### config.mk
export PLATFORM = sky130hd
export DESIGN_NAME = moa_acc_pipe
export DESIGN_NICKNAME = d
export VERILOG_FILES = /design/src/rtl/moa_pkg.sv /design/src/rtl/moa_csa_tree.sv /design/src/rtl/moa_acc_pipe.sv
export SDC_FILE = /design/constraint.sdc
export NUM_CORES = 1
export LEC_CHECK = 0
export ABC_CLOCK_PERIOD_IN_PS = 4700
export CAP_MARGIN = 20
export CORE_UTILIZATION = 54
export CTS_CLUSTER_SIZE = 12
export DETAILED_ROUTE_END_ITERATION = 8
export PLACE_DENSITY = 0.81
export SYNTH_ARGS = -nofsm -noshare
export SYNTH_HDL_FRONTEND = slang
export SYNTH_HIERARCHICAL = 1
export SYNTH_SLANG_ARGS = --single-unit
### constraint.sdc
create_clock -name clk -period 4.7 [get_ports clk]
set_clock_uncertainty 0.1 [all_clocks]
set_input_delay 0.47 -clock clk [delete_from_list [all_inputs] [get_ports clk]]
set_output_delay 0.47 -clock clk [all_outputs]
set_load 0.1 [all_outputs]
### src/rtl/moa_pkg.sv
// Shared helpers for the moa_acc_pipe multi-operand accumulator.
// Optional overflow reporting is enabled by defining MOA_OVF_EN.
package moa_pkg;

  // Frame delimiters carried alongside each beat through S1.
  typedef struct packed {
    logic first;
    logic last;
  } beat_flags_t;

  // Exact width of a beat total: NOPS operands of WIDTH bits each.
  function automatic int sw_width(input int nops, input int width);
    return width + $clog2(nops);
  endfunction

  // Number of 3:2 counter layers needed to reduce nops vectors to two.
  function automatic int csa_layers(input int nops);
    int n;
    int layers;
    n = nops;
    layers = 0;
    while (n > 2) begin
      n = n - n / 3;
      layers++;
    end
    return layers;
  endfunction

  function automatic bit acc_width_ok(input int accw, input int sw);
    return accw >= sw;
  endfunction

endpackage

### src/rtl/moa_csa_tree.sv
// Combinational NOPS-to-2 carry-save compressor built from 3:2 counter layers.
// The two SW-bit outputs always add to the exact operand total.
module moa_csa_tree
  import moa_pkg::*;
#(
  parameter int NOPS  = 6,
  parameter int WIDTH = 8,
  localparam int SW   = sw_width(NOPS, WIDTH)
) (
  input  logic [NOPS*WIDTH-1:0] ops_i,
  output logic [SW-1:0]         sum_o,
  output logic [SW-1:0]         carry_o
);

  localparam int LAYERS = csa_layers(NOPS);

  // Carries shifted out of the top bit are dropped safely: the true total fits in SW bits.
  always_comb begin : reduce
    logic [SW-1:0] vec [NOPS];
    logic [SW-1:0] nxt [NOPS];
    int n;
    int m;
    int g;
    for (int k = 0; k < NOPS; k++) begin
      vec[k] = SW'(ops_i[k*WIDTH +: WIDTH]);
    end
    n = NOPS;
    for (int l = 0; l < LAYERS; l++) begin
      nxt = '{default: '0};
      g = n / 3;
      m = 0;
      for (int j = 0; j < NOPS / 3; j++) begin
        if (j < g) begin
          nxt[m]     = vec[3*j] ^ vec[3*j+1] ^ vec[3*j+2];
          nxt[m+1]   = ((vec[3*j] & vec[3*j+1]) | (vec[3*j] & vec[3*j+2]) |
                        (vec[3*j+1] & vec[3*j+2])) << 1;
          m = m + 2;
        end
      end
      for (int j = 0; j < NOPS; j++) begin
        if (j >= 3 * g && j < n) begin
          nxt[m] = vec[j];
          m = m + 1;
        end
      end
      vec = nxt;
      n = m;
    end
    sum_o   = vec[0];
    carry_o = vec[1];
  end

endmodule

### src/rtl/moa_acc_pipe.sv
// Pipelined multi-operand frame accumulator: CSA stage S1, then CPA + accumulate into an output register.
// Define MOA_OVF_EN to add the out_ovf port and the sticky per-frame overflow flag.
module moa_acc_pipe
  import moa_pkg::*;
#(
  parameter int NOPS  = 6,
  parameter int WIDTH = 8,
  parameter int ACCW  = 16
) (
  input  logic                  clk,
  input  logic                  rst_n,
  input  logic                  in_valid,
  output logic                  in_ready,
  input  logic [NOPS*WIDTH-1:0] in_ops,
  input  logic                  in_first,
  input  logic                  in_last,
  output logic                  out_valid,
  input  logic                  out_ready,
`ifdef MOA_OVF_EN
  output logic                  out_ovf,
`endif
  output logic [ACCW-1:0]       out_sum
);

  localparam int SW = sw_width(NOPS, WIDTH);

  generate
    if (!acc_width_ok(ACCW, SW)) begin : g_bad_accw
      $error("moa_acc_pipe: ACCW must be >= WIDTH + clog2(NOPS)");
    end
    if (NOPS < 2) begin : g_bad_nops
      $error("moa_acc_pipe: NOPS must be >= 2");
    end
  endgenerate

  logic [SW-1:0]   csa_sum;
  logic [SW-1:0]   csa_carry;

  logic            s1_valid_q, s1_valid_d;
  beat_flags_t     s1_flags_q, s1_flags_d;
  logic [SW-1:0]   s1_sum_q, s1_sum_d;
  logic [SW-1:0]   s1_carry_q, s1_carry_d;

  logic [ACCW-1:0] acc_q, acc_d;
  logic            frame_done_q, frame_done_d;
  logic            out_valid_q, out_valid_d;
  logic [ACCW-1:0] out_sum_q, out_sum_d;

  logic [SW-1:0]   beat_total;
  logic            frame_start;
  logic [ACCW-1:0] acc_base;
  logic [ACCW-1:0] acc_next;
  logic            s1_retire;
  logic            beat_accept;

  moa_csa_tree #(
    .NOPS  (NOPS),
    .WIDTH (WIDTH)
  ) u_csa (
    .ops_i   (in_ops),
    .sum_o   (csa_sum),
    .carry_o (csa_carry)
  );

  assign beat_total  = s1_sum_q + s1_carry_q;
  assign frame_start = s1_flags_q.first | frame_done_q;
  assign acc_base    = frame_start ? '0 : acc_q;

`ifdef MOA_OVF_EN
  logic acc_carry;
  assign {acc_carry, acc_next} = {1'b0, acc_base} + (ACCW+1)'(beat_total);
`else
  assign acc_next = acc_base + ACCW'(beat_total);
`endif

  // A last beat may only retire when the output register is free or being emptied this edge.
  assign s1_retire   = s1_valid_q & (~s1_flags_q.last | ~out_valid_q | out_ready);
  assign in_ready    = ~s1_valid_q | s1_retire;
  assign beat_accept = in_valid & in_ready;

  assign out_valid = out_valid_q;
  assign out_sum   = out_sum_q;

  always_comb begin
    s1_valid_d   = s1_valid_q;
    s1_flags_d   = s1_flags_q;
    s1_sum_d     = s1_sum_q;
    s1_carry_d   = s1_carry_q;
    acc_d        = acc_q;
    frame_done_d = frame_done_q;
    out_valid_d  = out_valid_q;
    out_sum_d    = out_sum_q;

    if (beat_accept) begin
      s1_valid_d       = 1'b1;
      s1_flags_d.first = in_first;
      s1_flags_d.last  = in_last;
      s1_sum_d         = csa_sum;
      s1_carry_d       = csa_carry;
    end else if (s1_retire) begin
      s1_valid_d = 1'b0;
    end

    if (out_valid_q && out_ready) begin
      out_valid_d = 1'b0;
    end

    if (s1_retire) begin
      acc_d        = acc_next;
      frame_done_d = s1_flags_q.last;
      if (s1_flags_q.last) begin
        out_valid_d = 1'b1;
        out_sum_d   = acc_next;
      end
    end
  end

  always_ff @(posedge clk or negedge rst_n) begin
    if (!rst_n) begin
      s1_valid_q   <= 1'b0;
      s1_flags_q   <= '0;
      s1_sum_q     <= '0;
      s1_carry_q   <= '0;
      acc_q        <= '0;
      frame_done_q <= 1'b1;
      out_valid_q  <= 1'b0;
      out_sum_q    <= '0;
    end else begin
      s1_valid_q   <= s1_valid_d;
      s1_flags_q   <= s1_flags_d;
      s1_sum_q     <= s1_sum_d;
      s1_carry_q   <= s1_carry_d;
      acc_q        <= acc_d;
      frame_done_q <= frame_done_d;
      out_valid_q  <= out_valid_d;
      out_sum_q    <= out_sum_d;
    end
  end

`ifdef MOA_OVF_EN
  logic ovf_q, ovf_d;
  logic out_ovf_q, out_ovf_d;
  logic ovf_next;

  // Each beat adds less than 2^ACCW, so one carry per addition captures every wrap.
  assign ovf_next = (frame_start ? 1'b0 : ovf_q) | acc_carry;
  assign out_ovf  = out_ovf_q;

  always_comb begin
    ovf_d     = ovf_q;
    out_ovf_d = out_ovf_q;
    if (s1_retire) begin
      ovf_d = ovf_next;
      if (s1_flags_q.last) begin
        out_ovf_d = ovf_next;
      end
    end
  end

  always_ff @(posedge clk or negedge rst_n) begin
    if (!rst_n) begin
      ovf_q     <= 1'b0;
      out_ovf_q <= 1'b0;
    end else begin
      ovf_q     <= ovf_d;
      out_ovf_q <= out_ovf_d;
    end
  end
`endif

endmodule

==> flow_summary.json <==
{
  "grt_pass1_vias": 3109,
  "register_area_um2": 1480,
  "die_area_um2": 8020,
  "status": "completed",
  "die_x_um": 89.6,
  "utilization_pct": 69.9,
  "crit_chain": "ha_1, fa_1, a21o_1, a21oi_1, o21ai_1, o41a_1, mux2i_1, nor2_1, ha_1, and3_1, a221o_1, a21oi_4, mux2i_1, a2bb2oi_1",
  "async_reset_ff_share_pct": 100,
  "final_common_cell": "clkdlybuf4s50_1",
  "grt_pass1_wl_um": 13400,
  "postRouteAntennaNets": 0,
  "fillerInstances": 530,
  "worstMarginPinSlew_ns": 1.02,
  "drtIter0Drc": 105,
  "cp.arrival_ns": 4.05,
  "syn-instance-count": 378,
  "num-nets-final": 559,
  "ys_seq_elements": 59,
  "cts_resized": 0,
  "fp-row-count": 31,
  "totalPowerFinal_mw": 3.94,
  "antenna_found_initial": 0,
  "max_slew_margin_pct": 31.9,
  "setup_tns_ns": 0,
  "yosysWarningCount": 6,
  "leakage_nw": 2.24,
  "finalMaxSlewViolations": 0,
  "clk_pin_slew_worst_paths_ns": 0.07,
  "drive_above_1_share_pct": 14.9,
  "setup_viol": 0,
  "critPathLaunch": "s1_sum_q[0]",
  "start_util_pct": 56.5,
  "diodes": 0,
  "crit_required_ns": 4.79,
  "ios": 72,
  "hold_viol": 0,
  "cp-start-kind": "flop",
  "period_minus_slack_ns": 3.96,
  "hold_path.class": "input port to async pin",
  "syn2layout_area_growth_pct": 23.8,
  "ys_seq_area_share_pct": 35.7,
  "r2r_start": "s1_sum_q[0]",
  "dp_hpwl_um": 6240,
  "track_usage_pct": 22.6,
  "rsz0062_at_grt": "false",
  "period_share_pct": 84.3,
  "multi_input_area_um2": 2560,
  "max_cap_violations": 0,
  "core-area_um2": 7330,
  "io_buffers": 71,
  "final_cell_mix": "clkdlybuf4s50_1, nand2_1, dfrtp_1",
  "dieHeight_um": 89.6,
  "first_pass_iters": 4,
  "viasPerCell": 5.39,
  "slowest_stage": "fa_1",
  "p_per_area_nw_per_um2": 770,
  "syn_area_per_cell_um2": 10.9,
  "htree_levels": 3,
  "clockBufferDepth": 2,
  "insertion_delay_ns": 0.35,
  "routedWlPerCell_um": 14.6,
  "worst-setup-path-type": "flop to flop",
  "crit_path_max_fanout": 7,
  "cts_inserted_buffers": 9,
  "critical_path.max_stage_delay_ns": 0.41,
  "cts_setup_buffers": 0,
  "ir_drop_mv": 0.562,
  "cts_tree": "done",
  "wl_um": 8060,
  "cts_root_buf": "clkbuf_8",
  "synth_edf_count": 0,
  "critical_path.endpoint_type": "flop",
  "max_freq_ghz": 0.252,
  "synthFlopType": "dfrtp_1",
  "grt-ovfl-total": 0,
  "num_vias": 2984,
  "drc": 0,
  "synth_cell_types": 57,
  "grt_max_degree": 60,
  "gp_congestion": 0.918,
  "clock_sinks": 59,
  "synthesis.area_um2": 4140,
  "postCtsHoldBufs": 0
}
-- through the flow --
stage	setup slack [ns]	instances	hold slack, ns	area [um2]
2_1_floorplan	1.08	382	0.0744	4150
3_3_place_gp	0.907	538	0.349	4910
3_5_place_dp	0.741	538	0.355	4910
4_1_cts	0.721	554	0.196	5120
5_1_grt	0.517	554	0.243	5120
6_report	0.738	554	0.172	5120
-- logic make-up after synthesis --
logic type      count (synthesis)  synth area share (%)
flops                          59                  35.7
fa+ha+maj                      55                  22.6
other cells                     1                0.0906
mux                            36                  9.64
buf+inv                        25                  2.84
xor+xnor                       19                  4.02
compound gates                 58                  10.5
simple gates                  125                  14.6
-- per-layer routing --
metal  part of all wire (%)  wire length [um]  vias to the layer above  GRT usage, %
met5                      0                 0                        -             0
met4                    2.4               190                        0          9.52
met3                    3.5               283                       18          6.19
met2                     53              4250                       66          38.3
met1                     41              3340                     1452          27.0
li1                       -                 -                     1448             -
-- state kept, by name (all words and copies together) (netlist names) --
name	flops
out_sum	16
frame_done_q	1
s1_valid_q	1
acc_q	16
s1_flags_q	2
s1_carry_q	11
out_valid	1
s1_sum_q	11
-- where the power goes --
group          internal (mW)  switching [mW]
combinational           1.05            1.60
clock                  0.286           0.202
sequential             0.700           0.106
-- worst paths after layout --
check	end	slack [ns]	cells past startpoint
min in group clk	acc_q[0]	0.37	2
hold reg to reg	acc_q[0]	0.37	2
max in group asynchronous	s1_sum_q[8]	3.86	2
hold / removal	out_sum[0]	0.17	2
setup reg to reg	acc_q[11]	0.74	14
setup / recovery	acc_q[11]	0.74	14
-- synth_stat cells (2+ instances only) --
master    count  area, um2
and2_1       13       81.3
nor3_1        5       25.0
clkbuf_1      6       22.5
fa_1         33        661
nor4_1        2       12.5
a211o_1       3       26.3
nor2b_1       2       12.5
dfrtp_1      58       1450
a31o_2        2       17.5
o21ai_1       5       25.0
mux2_2       31        349
inv_1        10       37.5
nor2_1       15       56.3
nand3b_1      2       15.0
o21ai_0       9       45.0
a221oi_2      2       30.0
o21bai_1      2       15.0
nand3_1       6       30.0
or4_1         2       15.0
nand2_1      60        225
o21ai_2       2       17.5
o211ai_1      3       22.5
or3_1         3       18.8
a31oi_1       2       12.5
nand2b_1      3       18.8
xnor2_1      14        123
and3_1        4       25.0
a21o_1        5       37.5
buf_2         4       20.0
buf_4         5       37.5
nor2_4        2       22.5
mux2i_1       5       50.1
a21oi_1       9       45.0
ha_1         22        275
xor2_1        5       43.8
-- final cells by class --
type / instances / share of cell area, %
clock inverters: 4 / 0.928
flip-flops and latches: 59 / 28.8
well taps: 99 / 2.42
multi-input cells: 298 / 49.9
inverters: 10 / 0.733
repair buffers: 72 / 13.9
clock buffers: 12 / 3.22
-- critical path, delay by kind of cell, from the launching register on --
family | cells | cell delay, ns
AND/OR/NAND/NOR | 2 | 0.28
flip-flops | 1 | 0.38
multiplexers | 2 | 0.37
adder cells (fa/ha/maj) | 3 | 1.03
AO/OA/AOI/OAI | 7 | 1.65
Note: power is estimated with default switching activity, not from simulation.
